==> src/rtl/inst_encoder_if.sv <==
// Shared encoder constants/bundles and the request/result interface.
// The producer/consumer side uses master, the encoder uses slave.
package inst_encoder_pkg;
  parameter int INST_WIDTH = 32;
  parameter int DATA_WIDTH = 32;

  parameter logic [2:0] IMM_I_TYPE = 3'd0;
  parameter logic [2:0] IMM_S_TYPE = 3'd1;
  parameter logic [2:0] IMM_B_TYPE = 3'd2;
  parameter logic [2:0] IMM_J_TYPE = 3'd3;
  parameter logic [2:0] IMM_U_TYPE = 3'd4;

  typedef struct packed {
    logic [2:0]            ctrl;
    logic [INST_WIDTH-1:0] base;
    logic [DATA_WIDTH-1:0] imm;
  } s1_t;

  typedef struct packed {
    logic [INST_WIDTH-1:0] inst;
    logic                  err;
  } s2_t;
endpackage

interface inst_encoder_if;
  logic        i_valid;
  logic        o_ready;
  logic [2:0]  i_imm_ctrl;
  logic [31:0] i_base;
  logic [31:0] i_imm;
  logic        o_valid;
  logic        i_ready;
  logic [31:0] o_inst;
  logic        o_err;
  logic [7:0]  o_err_cnt;

  modport master (
    output i_valid, i_imm_ctrl,
    output i_base, i_imm, i_ready,
    input  o_ready, o_valid,
    input  o_inst, o_err, o_err_cnt
  );

  modport slave (
    input  i_valid, i_imm_ctrl,
    input  i_base, i_imm, i_ready,
    output o_ready, o_valid,
    output o_inst, o_err, o_err_cnt
  );
endinterface

==> src/rtl/inst_encoder.sv <==
// RV32I immediate packer: scatters a signed immediate into the
// format fields of a skeleton word, two-stage elastic pipeline.
module inst_encoder
  import inst_encoder_pkg::*;
(
  input  logic          i_clk,
  input  logic          i_rst,
  inst_encoder_if.slave bus
);

  logic       s1_valid;
  logic       s2_valid;
  s1_t        s1_q;
  s2_t        s2_q;
  s2_t        s2_d;
  logic [7:0] err_cnt;
  logic       s1_load;
  logic       s2_load;
  logic       out_fire;
  logic       fit12;
  logic       fit13;
  logic       fit21;

  assign s2_load  = ~s2_valid | bus.i_ready;
  assign s1_load  = ~s1_valid | s2_load;
  assign out_fire = s2_valid & bus.i_ready;

  assign bus.o_ready   = s1_load;
  assign bus.o_valid   = s2_valid;
  assign bus.o_inst    = s2_q.inst;
  assign bus.o_err     = s2_q.err;
  assign bus.o_err_cnt = err_cnt;

  // Sign-extension checks: upper bits must all match the field MSB.
  assign fit12 = &s1_q.imm[31:11] | ~|s1_q.imm[31:11];
  assign fit13 = &s1_q.imm[31:12] | ~|s1_q.imm[31:12];
  assign fit21 = &s1_q.imm[31:20] | ~|s1_q.imm[31:20];

  always_comb begin
    s2_d.inst = s1_q.base;
    s2_d.err  = 1'b1;
    unique case (1'b1)
      s1_q.ctrl == IMM_I_TYPE: begin
        s2_d.inst = {s1_q.imm[11:0], s1_q.base[19:0]};
        s2_d.err  = ~fit12;
      end
      s1_q.ctrl == IMM_S_TYPE: begin
        s2_d.inst = {s1_q.imm[11:5], s1_q.base[24:12],
                     s1_q.imm[4:0], s1_q.base[6:0]};
        s2_d.err  = ~fit12;
      end
      s1_q.ctrl == IMM_B_TYPE: begin
        s2_d.inst = {s1_q.imm[12], s1_q.imm[10:5],
                     s1_q.base[24:12], s1_q.imm[4:1],
                     s1_q.imm[11], s1_q.base[6:0]};
        s2_d.err  = ~fit13 | s1_q.imm[0];
      end
      s1_q.ctrl == IMM_J_TYPE: begin
        s2_d.inst = {s1_q.imm[20], s1_q.imm[10:1],
                     s1_q.imm[11], s1_q.imm[19:12],
                     s1_q.base[11:0]};
        s2_d.err  = ~fit21 | s1_q.imm[0];
      end
      s1_q.ctrl == IMM_U_TYPE: begin
        s2_d.inst = {s1_q.imm[31:12], s1_q.base[11:0]};
        s2_d.err  = |s1_q.imm[11:0];
      end
      default: begin
        s2_d.inst = s1_q.base;
        s2_d.err  = 1'b1;
      end
    endcase
  end

  always_ff @(posedge i_clk) begin
    if (i_rst) begin
      s1_valid <= 1'b0;
      s2_valid <= 1'b0;
      s1_q     <= '0;
      s2_q     <= '0;
      err_cnt  <= '0;
    end else begin
      if (s1_load) begin
        s1_valid <= bus.i_valid;
        if (bus.i_valid)
          s1_q <= '{ctrl: bus.i_imm_ctrl,
                    base: bus.i_base,
                    imm:  bus.i_imm};
      end
      if (s2_load) begin
        s2_valid <= s1_valid;
        if (s1_valid)
          s2_q <= s2_d;
      end
      if (out_fire && s2_q.err && err_cnt != 8'hFF)
        err_cnt <= err_cnt + 8'd1;
    end
  end

endmodule

==> src/flat_wrapper.sv <==
// flat-port wrapper written by rule: the top's interface ports become plain ports
module inst_encoder_flat import inst_encoder_pkg::*;
  (i_clk, i_rst, bus_i_valid, bus_i_imm_ctrl, bus_i_base, bus_i_imm, bus_i_ready, bus_o_ready, bus_o_valid, bus_o_inst, bus_o_err, bus_o_err_cnt);
  inst_encoder_if bus_i ();
  input  logic i_clk;
  input  logic i_rst;
  input wire logic [$bits(bus_i.i_valid)-1:0] bus_i_valid;
  input wire logic [$bits(bus_i.i_imm_ctrl)-1:0] bus_i_imm_ctrl;
  input wire logic [$bits(bus_i.i_base)-1:0] bus_i_base;
  input wire logic [$bits(bus_i.i_imm)-1:0] bus_i_imm;
  input wire logic [$bits(bus_i.i_ready)-1:0] bus_i_ready;
  output wire logic [$bits(bus_i.o_ready)-1:0] bus_o_ready;
  output wire logic [$bits(bus_i.o_valid)-1:0] bus_o_valid;
  output wire logic [$bits(bus_i.o_inst)-1:0] bus_o_inst;
  output wire logic [$bits(bus_i.o_err)-1:0] bus_o_err;
  output wire logic [$bits(bus_i.o_err_cnt)-1:0] bus_o_err_cnt;
  assign bus_i.i_valid = bus_i_valid;
  assign bus_i.i_imm_ctrl = bus_i_imm_ctrl;
  assign bus_i.i_base = bus_i_base;
  assign bus_i.i_imm = bus_i_imm;
  assign bus_i.i_ready = bus_i_ready;
  assign bus_o_ready = bus_i.o_ready;
  assign bus_o_valid = bus_i.o_valid;
  assign bus_o_inst = bus_i.o_inst;
  assign bus_o_err = bus_i.o_err;
  assign bus_o_err_cnt = bus_i.o_err_cnt;
  inst_encoder u_core (.i_clk(i_clk), .i_rst(i_rst), .bus(bus_i));
endmodule
==> config.mk <==
export PLATFORM = sky130hd
export DESIGN_NAME = inst_encoder_flat
export DESIGN_NICKNAME = d
export VERILOG_FILES = /design/src/rtl/inst_encoder_if.sv /design/src/rtl/inst_encoder.sv /design/src/flat_wrapper.sv
export SDC_FILE = /design/constraint.sdc
export NUM_CORES = 1
export LEC_CHECK = 0
export CORE_UTILIZATION = 35
export CTS_BUF_LIST = sky130_fd_sc_hd__clkbuf_8
export CTS_CLUSTER_DIAMETER = 120
export DETAILED_ROUTE_END_ITERATION = 12
export PLACE_DENSITY = 0.62
export SETUP_SLACK_MARGIN = 0.02
export SLEW_MARGIN = 15
export SYNTH_ARGS = -nofsm -noshare
export SYNTH_HDL_FRONTEND = slang
export SYNTH_SLANG_ARGS = --single-unit
==> constraint.sdc <==
create_clock -name i_clk -period 1.6 [get_ports i_clk]
set_clock_uncertainty 0.1 [all_clocks]
set_input_delay 0.32 -clock i_clk [delete_from_list [all_inputs] [get_ports i_clk]]
set_output_delay 0.32 -clock i_clk [all_outputs]
set_load 0.02 [all_outputs]
## After elaboration in Yosys (flattened, before gate mapping)

Index checks and enable logic that the tools add are counted.

- Shift-type cells: 0
- Multiply operators: 0
- Reduce and logical (&&, ||, !) cells: 15
- Divide/modulo/power cells: 0
- Add/sub/neg operators: 1
- $lt $le $gt $ge: 0
- Mux-type cells: 1
- Eq/ne operators: 5
- Bitwise operators: 13

Operators by type and width:

| operator | number |
|---|---|
| one-hot mux 33 bit (5 select lines) | 1 |
| OR reduction 12 bit | 2 |
| AND reduction 21 bit | 1 |
| OR reduction 21 bit | 1 |
| AND reduction 20 bit | 1 |
| OR reduction 20 bit | 1 |
| AND reduction 12 bit | 1 |
| adder 8 x 1 -> 8 bit, second input constant | 1 |
| != test 8 bit, second input constant | 1 |
| bitwise OR 1 bit | 7 |
| == test 3 x 2 -> 1 bit, second input constant | 2 |
| inverter 1 bit | 5 |
| AND reduction 2 bit | 2 |
| == test 3 x 1 -> 1 bit, second input constant | 1 |
| == test 3 bit, second input constant | 1 |
| logical NOT 1 bit | 3 |
| logical NOT 3 bit | 1 |
| logical AND 1 bit | 2 |
| AND 1 bit | 1 |

- Memories: 0
- Memory bits (writable): 0
- Output and inout port bits: 43
- Logic and storage cells: 43
- Bits in latches: 0
- Input port bits: 71
- Bits in read-only memories: 0
- Register bits: 110

## Longest topological paths before layout

- Word-level depth: 6
- Depth in mapped cells: 8
- Depth with buffers taken out: 6

## Worst setup path before layout

Ideal clock, no wire load.

- Kind: flip-flop to flip-flop
- Start: reg u_core.s2_valid (netlist: u_core.bus.o_valid)
- End: reg u_core.s1_q[18] in the netlist's numbering
- Stages on the path, launching flop included: 9
- Path buffers: 3
- Arrival: 1.585 ns
- Setup slack: -0.218 ns
- Library setup time: 0.132 ns
- Period minus slack after synthesis: 1.818 ns
- Data required time: 1.368 ns
- Cells stage by stage: dfxtp_1 > nor2b_2 > nand2_1 > and2_1 > clkbuf_1 > buf_4 > buf_2 > nand2_1 > a21oi_1

- Word-level cells in the longest chain between the ends: 4

Ends and longest elaborated chain:

| item | RTL line | RTL |
|---|---|---|
| start, declared | inst_encoder.sv:12 | `logic s2_valid;` |
| start signal, assigned | inst_encoder.sv:91 | `s2_valid <= s1_valid;` |
| inverter 1 bit | inst_encoder.sv:24 | `assign s2_load = ~s2_valid \| bus.i_ready;` |
| bitwise OR 1 bit | inst_encoder.sv:24 |  |
| bitwise OR 1 bit | inst_encoder.sv:25 | `assign s1_load = ~s1_valid \| s2_load;` |
| via bus_o_ready | flat_wrapper.sv:12 | `output wire logic [$bits(bus_i.o_ready)-1:0] bus_o_ready;` |
| AND reduction 2 bit (no source line) | -- |  |
| end signal, assigned | inst_encoder.sv:86 | `s1_q <= '{ctrl: bus.i_imm_ctrl,` |
| end, declared | inst_encoder.sv:13 | `s1_t s1_q;` |

The timed path passes the listed nets, and every way through them passes these cells.
A chain may end at the register's enable or synchronous reset.

## Worst setup path after layout

- Start: reg u_core.err_cnt[1] (netlist: u_core.bus.o_err_cnt[1])
- End: reg u_core.err_cnt[5] (netlist: u_core.bus.o_err_cnt[5])

- Word-level cells in the longest chain between the ends: 2
- Elaborated cells between the ends (all ways): 3
- Those cells by class: add/sub: 1; eq/ne: 1; reduce/logical: 1

Ends and longest elaborated chain:

| item | RTL line | RTL |
|---|---|---|
| start, declared | inst_encoder.sv:16 | `logic [7:0] err_cnt;` |
| start signal, assigned | inst_encoder.sv:96 | `err_cnt <= err_cnt + 8'd1;` |
| parallel branches: the longest is 2 deep, another holds adder 8 x 1 -> 8 bit | -- |  |

Several ways; the timed one is not identified.

==> metrics.txt <==
DP HPWL=9.65 mm; Ports=114; Clock Sink Count=110; vias post-DR=around 4600; PD cells=832 nW/um2; Worst-path clk slew=0.10 ns; Yosys cell types=42; starting density of the core=35.9%; FFs w/ async S/R, synth=0%; synthesized cell area=4760 um2; final setup TNS=0 ns; PortBufs=113; Peak VDD IR=0.365 mV; fin crit period=1.59 ns; sequential fraction of the synthesis area=between 40% and 50%; Area Growth Syn to Fin=39.6%; Comb power frac=17.8%; DRT Wirelength=between 10 and 15 mm; layout cells sized above 1=14.6%; fin cells=907; leakage power=2.62 nW; Final GP Congestion=0.868; initial antenna violation count=0; top post-synthesis cells by area=dfxtp_1 46%, nand2_1 13%, a21oi_1 10%, a22o_1 5.2%, nor2_1 3.1%; core area=13200 um2; EDFF count, synth=0; pre-CTS setup slack=-0.428 ns; Clk pwr share=27.9%; Final Net Count=798; switching share of total power=between 20% and 30%; fmax=0.629 GHz; total gr overflow=0; post-synth top area share=46.3%; initial drt markers=212; Critical Path Source Type=register; DRC viols=0; Worst Hold Class=input pin to register; Synth Register Bits=110; worst-case clock buffer depth=2; final hold viol count=0; hold_buf cts=0; CTS HTree Levels=3; ys flop type=dfxtp_1; synth warn=0; Critical Path AT=1.74 ns; Finish-stage setup viols=0; synth cell count leaders=169 x nand2_1, 110 x dfxtp_1, 96 x a21oi_1; placed insts=885; Switch Pwr=1.55 mW; syn_area_per_cell=7.89 um2; Die Ht=~120 um; ANT nets after route=0; CTS Buf Count=9; first-pass GRT wire length=22.3 mm; Period Utilization, post-route=99.4%; Setup Crit Path Kind=register to register; number of max-cap violations=0; CTS tree=built; Mapped Nets=a little under 700; PnR worst setup slack=0.00987 ns; drt pass-1 iters=4; total track usage=19.6%; slew margin rel.=68.3%; Vias/cell=5.07; Worst Max-Slew Pin Slew=approximately 0.47 ns; cell count after synthesis=603; count leader, synth=nand2_1; Crit Path Max Fanout=8; pin count of the biggest net entering global routing=56; status=completed; vias in the first global route=4528; Flop pwr share=54.3%; Yosys top cell by area=dfxtp_1; clk root buf=clkbuf_8; Clk Latency, worst-skew pair=about 0.37 ns; Die X=roughly 120 um; row cnt=42; Req. time, crit path=~1.8 ns; routed len/inst=14.7 um; CP Capture Type=register; Ant. Diodes=0; DIE AREA=14100 um2; fillers=1311; RSZ-0062 raised after global routing=yes; Final Max Tran Viols=0; cell-internal power=3.97 mW
-- kinds of logic (layout without fill, tap and decap cells) --
logic type	after synthesis	after routing	synth area share, %
adders and majority gates	1	1	0.263
and+or+nand+nor	258	258	23.6
muxes	6	6	1.26
AOI/OAI and AO/OA	169	169	21.8
buffers and inverters	52	180	5.45
xor gates and xnor gates	7	7	1.29
DFF	110	110	46.3
-- what timing repair did --
item / 4_1_cts / 5_1_grt
pin swaps: 6 / 7
buffers inserted: 3 / 3
resized for setup: 63 / 27
endpoints found under the setup margin: 65 / 24
-- flip-flops by register name, indices dropped and copies added (netlist names) --
signal	count
u_core.bus.o_inst	32
u_core.bus.o_err	1
u_core.bus.o_err_cnt	8
u_core.bus.o_valid	1
u_core.s1_valid	1
u_core.s1_q	67
-- final timing paths --
path	startpoint	to	cells after the start	slack [ns]
min reg2reg	u_core.bus.o_inst[16]	u_core.bus.o_inst[16]	2	0.36
max	u_core.bus.o_err_cnt[1]	u_core.bus.o_err_cnt[5]	6	0.01
max reg2reg	u_core.bus.o_err_cnt[1]	u_core.bus.o_err_cnt[5]	6	0.01
min	i_rst	u_core.bus.o_inst[7]	2	0.11
-- cell usage in the layout (no fill, tap or decap), types with 4 or more instances in the layout --
cell             instances
nand2_1                167
dfxtp_1                102
a21oi_1                 94
clkdlybuf4s50_1         68
buf_4                   40
nor2_1                  38
dlygate4sd2_1           37
a22o_1                  28
o21ai_0                 10
clkbuf_8                10
buf_12                  10
nand4_1                  8
a211oi_1                 8
nor3b_1                  8
o21ai_1                  7
mux2i_1                  6
dfxtp_2                  5
nand3_1                  4
and3_1                   4
xor2_1                   4
nor4_1                   4
a311oi_1                 4
a22oi_1                  4
-- through the flow --
| stage | utilization, % | instance area, um2 | hold WS, ns | power (mW) |
|---|---|---|---|---|
| floorplan | - | 4790 | 0.332 | 3.53 |
| global placement | 47.8 | 6320 | 0.342 | 4.00 |
| detailed placement | 47.8 | 6320 | 0.346 | 4.02 |
| CTS | 49.2 | 6520 | 0.0836 | 5.54 |
| global route | 50.1 | 6640 | 0.105 | 5.78 |
| finish | 50.1 | 6640 | 0.111 | 5.52 |
-- layer usage --
metal	track usage, %	up-vias	share of wire, %
li1	-	2316	-
met1	25.0	2152	46
met2	33.3	118	48
met3	2.85	13	4.2
met4	7.44	0	1.5
met5	0	-	0
-- cell type report --
cell class / count / area [um2] / share of cell area (%)
clock buffer: 10 / 138 / 2.07
tap: 176 / 220 / 3.32
multi-input combinational: 441 / 2450 / 36.9
timing repair buffer: 162 / 1570 / 23.6
sequential: 110 / 2220 / 33.4
inverter: 2 / 7.51 / 0.113
clock inverter: 6 / 37.5 / 0.565
-- worst max-delay path, stage by stage (launching register included) --
cell     delay (ns)
dfxtp_4        0.38
ha_4           0.16
and2_4         0.15
a31oi_4        0.26
and3_4         0.25
xnor2_2        0.11
nor2_1         0.07
-- power by group through the flow --
stage | clock network [mW] | logic, mW | registers [mW]
floorplan | 0 | 0.456 | 3.07
global placement | 0 | 0.947 | 3.05
detailed placement | 0 | 0.965 | 3.06
CTS | 1.59 | 0.958 | 2.99
global route | 1.69 | 1.08 | 3.02
finish | 1.54 | 0.982 | 3.00
No activity file was read; power rests on OpenSTA's default activity.
